===== src/rtl/sram_writer.sv =====
// sram_writer
//   Takes one 32-bit sample per sram_start pulse, requests the shared SRAM port
//   from an arbiter, writes the sample into a circular buffer, then pulses
//   data_done back to the upstream stage.
//
// Ports
//   wb_clk         in   clock, rising edge
//   wb_rst         in   asynchronous active-high reset
//   sram_start     in   one-cycle start pulse, sram_data_in valid alongside it
//   sram_data_in   in   32-bit sample to store
//   grant          in   arbiter grant (level)
//   base_addr      in   AW-bit first word of the circular buffer
//   buffer_length  in   AW-bit buffer size in words, 0 = 2^AW
//   request        out  SRAM port request to the arbiter
//   sram_ce        out  SRAM chip enable
//   sram_we        out  SRAM write enable
//   sram_addr      out  AW-bit SRAM word address
//   sram_wdata     out  32-bit SRAM write data
//   data_done      out  one-cycle pulse after the write
//   wrap           out  pulse during the write of the last buffer word
//   busy           out  high whenever not idle
//   overrun        out  sticky: a start arrived while busy

module sram_writer #(
  parameter int AW = 10
) (
  input  logic          wb_clk,
  input  logic          wb_rst,
  input  logic          sram_start,
  input  logic [31:0]   sram_data_in,
  input  logic          grant,
  input  logic [AW-1:0] base_addr,
  input  logic [AW-1:0] buffer_length,
  output logic          request,
  output logic          sram_ce,
  output logic          sram_we,
  output logic [AW-1:0] sram_addr,
  output logic [31:0]   sram_wdata,
  output logic          data_done,
  output logic          wrap,
  output logic          busy,
  output logic          overrun
);

  typedef enum logic [1:0] {
    IDLE  = 2'd0,
    REQ   = 2'd1,
    WRITE = 2'd2,
    DONE  = 2'd3
  } state_t;

  localparam logic [AW-1:0] ONE  = {{(AW-1){1'b0}}, 1'b1};
  localparam logic [AW-1:0] ZERO = {AW{1'b0}};

  state_t        state_r;
  state_t        state_nxt_s;
  logic [AW-1:0] offset_r;
  logic [31:0]   hold_r;
  logic          overrun_r;

  // Registered copies of every output, loaded from the decode of the next state
  logic          request_r;
  logic          ce_r;
  logic          we_r;
  logic [AW-1:0] addr_r;
  logic [31:0]   wdata_r;
  logic          done_r;
  logic          wrap_r;
  logic          busy_r;

  logic          request_nxt_s;
  logic          ce_nxt_s;
  logic          we_nxt_s;
  logic [AW-1:0] addr_nxt_s;
  logic [31:0]   wdata_nxt_s;
  logic          done_nxt_s;
  logic          wrap_nxt_s;
  logic          busy_nxt_s;

  logic [AW-1:0] last_idx_s;
  logic          last_s;

  // Index of the last buffer word; buffer_length=0 wraps to all-ones = 2^AW-1
  assign last_idx_s = buffer_length - ONE;
  assign last_s     = (offset_r == last_idx_s);

  // Next-state logic
  always_comb begin
    state_nxt_s = state_r;
    case (state_r)
      IDLE: begin
        if (sram_start) begin
          state_nxt_s = REQ;
        end else begin
          state_nxt_s = IDLE;
        end
      end
      REQ: begin
        if (grant) begin
          state_nxt_s = WRITE;
        end else begin
          state_nxt_s = REQ;
        end
      end
      WRITE:   state_nxt_s = DONE;
      DONE:    state_nxt_s = IDLE;
      default: state_nxt_s = IDLE;
    endcase
  end

  // Output decode of the state being entered, so the registered outputs
  // line up with the state register cycle for cycle
  always_comb begin
    request_nxt_s = 1'b0;
    ce_nxt_s      = 1'b0;
    we_nxt_s      = 1'b0;
    addr_nxt_s    = ZERO;
    wdata_nxt_s   = 32'd0;
    done_nxt_s    = 1'b0;
    wrap_nxt_s    = 1'b0;
    busy_nxt_s    = 1'b1;
    case (state_nxt_s)
      IDLE: begin
        busy_nxt_s = 1'b0;
      end
      REQ: begin
        request_nxt_s = 1'b1;
      end
      WRITE: begin
        // offset_r and hold_r are stable throughout REQ, so they are
        // valid for the WRITE cycle being entered
        request_nxt_s = 1'b1;
        ce_nxt_s      = 1'b1;
        we_nxt_s      = 1'b1;
        addr_nxt_s    = base_addr + offset_r;
        wdata_nxt_s   = hold_r;
        wrap_nxt_s    = last_s;
      end
      DONE: begin
        done_nxt_s = 1'b1;
      end
      default: begin
        busy_nxt_s = 1'b0;
      end
    endcase
  end

  // State register
  always_ff @(posedge wb_clk or posedge wb_rst) begin
    if (wb_rst) begin
      state_r <= IDLE;
    end else begin
      state_r <= state_nxt_s;
    end
  end

  // Hold register: captures the sample only when a start is accepted in IDLE
  always_ff @(posedge wb_clk or posedge wb_rst) begin
    if (wb_rst) begin
      hold_r <= 32'd0;
    end else if ((state_r == IDLE) && sram_start) begin
      hold_r <= sram_data_in;
    end
  end

  // Circular-buffer offset, advanced as the WRITE cycle ends
  always_ff @(posedge wb_clk or posedge wb_rst) begin
    if (wb_rst) begin
      offset_r <= ZERO;
    end else if (state_r == WRITE) begin
      if (last_s) begin
        offset_r <= ZERO;
      end else begin
        offset_r <= offset_r + ONE;
      end
    end
  end

  // Sticky overrun: any start outside IDLE (including DONE) is dropped and flagged
  always_ff @(posedge wb_clk or posedge wb_rst) begin
    if (wb_rst) begin
      overrun_r <= 1'b0;
    end else if ((state_r != IDLE) && sram_start) begin
      overrun_r <= 1'b1;
    end
  end

  // Output registers
  always_ff @(posedge wb_clk or posedge wb_rst) begin
    if (wb_rst) begin
      request_r <= 1'b0;
      ce_r      <= 1'b0;
      we_r      <= 1'b0;
      addr_r    <= ZERO;
      wdata_r   <= 32'd0;
      done_r    <= 1'b0;
      wrap_r    <= 1'b0;
      busy_r    <= 1'b0;
    end else begin
      request_r <= request_nxt_s;
      ce_r      <= ce_nxt_s;
      we_r      <= we_nxt_s;
      addr_r    <= addr_nxt_s;
      wdata_r   <= wdata_nxt_s;
      done_r    <= done_nxt_s;
      wrap_r    <= wrap_nxt_s;
      busy_r    <= busy_nxt_s;
    end
  end

  assign request    = request_r;
  assign sram_ce    = ce_r;
  assign sram_we    = we_r;
  assign sram_addr  = addr_r;
  assign sram_wdata = wdata_r;
  assign data_done  = done_r;
  assign wrap       = wrap_r;
  assign busy       = busy_r;
  assign overrun    = overrun_r;

endmodule


===== config.mk =====
export PLATFORM = sky130hd
export DESIGN_NAME = sram_writer
export DESIGN_NICKNAME = d
export VERILOG_FILES = /design/src/rtl/sram_writer.sv
export SDC_FILE = /design/constraint.sdc
export NUM_CORES = 1
export LEC_CHECK = 0
export ABC_AREA = 1
export CAP_MARGIN = 0
export CORE_UTILIZATION = 45
export CTS_CLUSTER_SIZE = 16
export DETAILED_ROUTE_END_ITERATION = 8
export GPL_ROUTABILITY_DRIVEN = 1
export PLACE_DENSITY = 0.88
export SLEW_MARGIN = 5
export SYNTH_ARGS = -nofsm -noshare
export SYNTH_HDL_FRONTEND = slang
export SYNTH_SLANG_ARGS = --single-unit

===== constraint.sdc =====
create_clock -name wb_clk -period 3.1 [get_ports wb_clk]
set_input_delay 0.62 -clock wb_clk [delete_from_list [all_inputs] [get_ports wb_clk]]
set_output_delay 0.62 -clock wb_clk [all_outputs]
set_load 0.02 [all_outputs]

==> run_results.csv <==
group,metric,value,unit
clock_network,post-cts-setup-buffers,0,
job,maxCapViolCount,0,
floorplan,die_y,99.19,um
worst_setup_path,worstPathArrival,2.75,ns
placement,hpwl,6813,um
route,drtIter0Drc,142,
synth,synthMuxAreaShare,8.478,%
clock_network,cts.path.max_buffers,2,
route,viasPerCell,4.879,
worst_setup_path,crit_fanout,4,
synth,seq_area_frac_synth,54.17,%
synth,synth_top_family_by_area,"simple AND/OR/NAND/NOR gates",
power,powerDensity,806.4,nW/um^2
synth,yosys-top-cells-area,"dfrtp_1, nand2_1, mux2_2",
sta,fin_crit_sh,79.40,%
sta,rsz0062_at_grt,"no",
clock_network,clkTransAtPathRegs,0.10,ns
sta,setup_tns,0,ns
synth,ys.warnings.count,0,
route,drc,0,
clock_network,clock_latency,0.35,ns
sta,hold_violations,0,
final_layout,nets,623,
final_layout,drive_above_1_share,12.75,%
sta,timing.final.max_slew_violations,0,
synth,synth-compound-area-share,4.151,%
power,seqPwrFrac,41.9,%
clock_network,cts_tree,"yes",
synth,synth_top_area_share,54.17,%
synth,avgSynthCellArea,9.616,um^2
global_route,grt_use_total,20.19,%
synth,synth_seq_cells,92,
synth,ys.flop_type,"dfrtp_1",
floorplan,rows,35,
worst_setup_path,worstSetupStartpointType,"input port",
clock_network,cts-resized-gates,0,
route,drtPass1Iterations,4,
placement,place_congestion,0.8925,
sta,timing.fmax,0.4062,GHz
clock_network,cts_buffers,9,
synth,yosysMostFrequentCell,"nand2_1",
power,power,4.523,mW
sta,worst_slew_pin_slew,0.5298,ns
power,ir_worst_vdd,0.0004319,V
sta,setup_viol,0,
power,power.share.clock,16.9,%
global_route,gr-total-overflow,0,
sta,fin_hold_ws,0.4634,ns
placement,io_buffers,104,
synth,syn_area,4250,um^2
floorplan,die_area,9838,um^2
floorplan,core,9196,um^2
floorplan,die_x,99.19,um
power,leakagePower,2.925,nW
sta,relSlewSlack,64.64,%
sta,clock_skew,0.008809,ns
worst_setup_path,required,3.38,ns
clock_network,postCtsHoldBufs,0,
hold_path,hold_class,"reg2reg",
power,p_sw,1.679,mW
floorplan,io_pins,105,
floorplan,start_util,46.22,%
final_layout,num-fill-cells,771,
final_layout,num_antenna_cells,0,
global_route,grt_pass1_wl,15410,um
synth,synthXorXnorAreaFrac,3.062,%
route,antenna_left,0,
route,vias,3259,
route,drt-total-wl,9147,um
final_layout,area_delta_synth_final,31.97,%
synth,synth-simple-area-share,16.37,%
worst_setup_path,crit_type,"in2reg",
global_route,grt_pass1_vias,3366,
synth,synthTopCellsByCount,"nand2_1, dfrtp_1, inv_1",
clock_network,clock_sinks,92,
synth,synth_edf_count,0,
power,comb_power_share,41.2,%
global_route,grt_max_degree,64,
sta,fin_crit,2.462,ns
worst_setup_path,end_kind,"flop",
synth,yosysTopAreaCell,"dfrtp_1",
synth,syn_inst,442,
synth,synth_fa_ha_area_share,4.592,%
synth,async_reset_ff_share,100.0,%
clock_network,htree_levels,3,
synth,synthDistinctLibCells,31,
power,intPower,2.844,mW
clock_network,cts-root-buf,"clkbuf_8",
power,switching_share,37.12,%
status,status,"finished, final reports clean",
route,wl_per_cell,13.69,um
synth,syn_nets,513,
sta,setup_ws,0.6385,ns
placement,dp_worst_setup_slack,0.3160,ns
global_route,antenna_found_initial,0,
[path summary, 6_finish.rpt]
path	to	start	slack, ns	cells past startpoint
max in group asynchronous	sram_wdata[1]	wb_rst	1.80	3
min reg2reg	sram_wdata[7]	hold_r[7]	0.46	2
min	sram_wdata[7]	hold_r[7]	0.46	2
max	sram_addr[6]	base_addr[0]	0.64	9
max reg2reg	sram_addr[6]	offset_r[0]	0.87	8
min in group asynchronous	hold_r[20]	wb_rst	0.60	2
[cell families (layout without fill, tap and decap cells)]
family | Yosys count | count (layout)
compound gates | 32 | 32
xor+xnor | 14 | 14
fa+ha+maj | 15 | 15
buf+inv | 100 | 215
flops | 92 | 92
mux | 32 | 32
simple gates | 157 | 157
[flip-flops by register name (all words and copies together), names as in the netlist]
| register | flops |
|---|---|
| overrun | 1 |
| wrap | 1 |
| offset_r | 10 |
| state_r | 2 |
| sram_addr | 10 |
| request | 1 |
| sram_wdata | 32 |
| data_done | 1 |
| sram_we | 1 |
| busy | 1 |
| hold_r | 32 |
[power groups by stage]
stage | logic (mW) | clock network, mW | registers (mW)
3_3_place_gp | 1.81 | 0 | 1.89
6_report | 1.86 | 0.765 | 1.89
3_5_place_dp | 1.88 | 0 | 1.92
5_1_grt | 2.05 | 0.840 | 1.95
4_1_cts | 1.88 | 0.796 | 1.90
2_1_floorplan | 0.891 | 0 | 2.13
[critical path, cell delays in order]
cell and delay [ns]:
clkdlybuf4s50_1 0.49, ha_1 0.21, inv_1 0.09, fa_1 0.41
o21ai_0 0.39, nand2_1 0.10, a31oi_1 0.20, o21ai_0 0.11
a21oi_1 0.12
[layout by cell type, fill, tap and decap left out, drive strengths merged]
cell type	count
clkdlybuf4s50	104
nand2	101
inv	93
dfrtp	92
mux2	32
nor2	27
nand3	23
ha	14
a21oi	13
o21ai	12
clkbuf	10
xor2	9
xnor2	5
o21bai	4
nor3	4
buf	4
clkinv	3
a31oi	2
or2	1
o31a	1
nand4	1
fa	1
clkinvlp	1
[through the flow]
stage | util [%] | instances | cell area, um^2
finish | 60.99 | 668 | 5609
floorplan | - | 442 | 4250
detailed placement | 58.99 | 652 | 5425
global route | 60.99 | 668 | 5609
global placement | 58.99 | 652 | 5425
CTS | 60.99 | 668 | 5609
[metal layers]
layer	GRT usage [%]	wire length [um]	vias up
met1	23.11	3633	1573
li1	-	-	1569
met4	7.692	186	0
met5	0	0	-
met3	6.114	510	18
met2	35.66	4817	99
[layout make-up]
class | count | area, um^2 | share of cell area (%)
Sequential cell | 92 | 2302 | 41.04
Multi-Input combinational cell | 250 | 1558 | 27.77
Timing Repair Buffer | 108 | 1084 | 19.32
Inverter | 91 | 342.8 | 6.112
Tap cell | 111 | 138.9 | 2.476
Clock buffer | 10 | 127.6 | 2.275
Clock inverter | 6 | 56.30 | 1.004
Note: power is estimated with default switching activity, not from simulation.
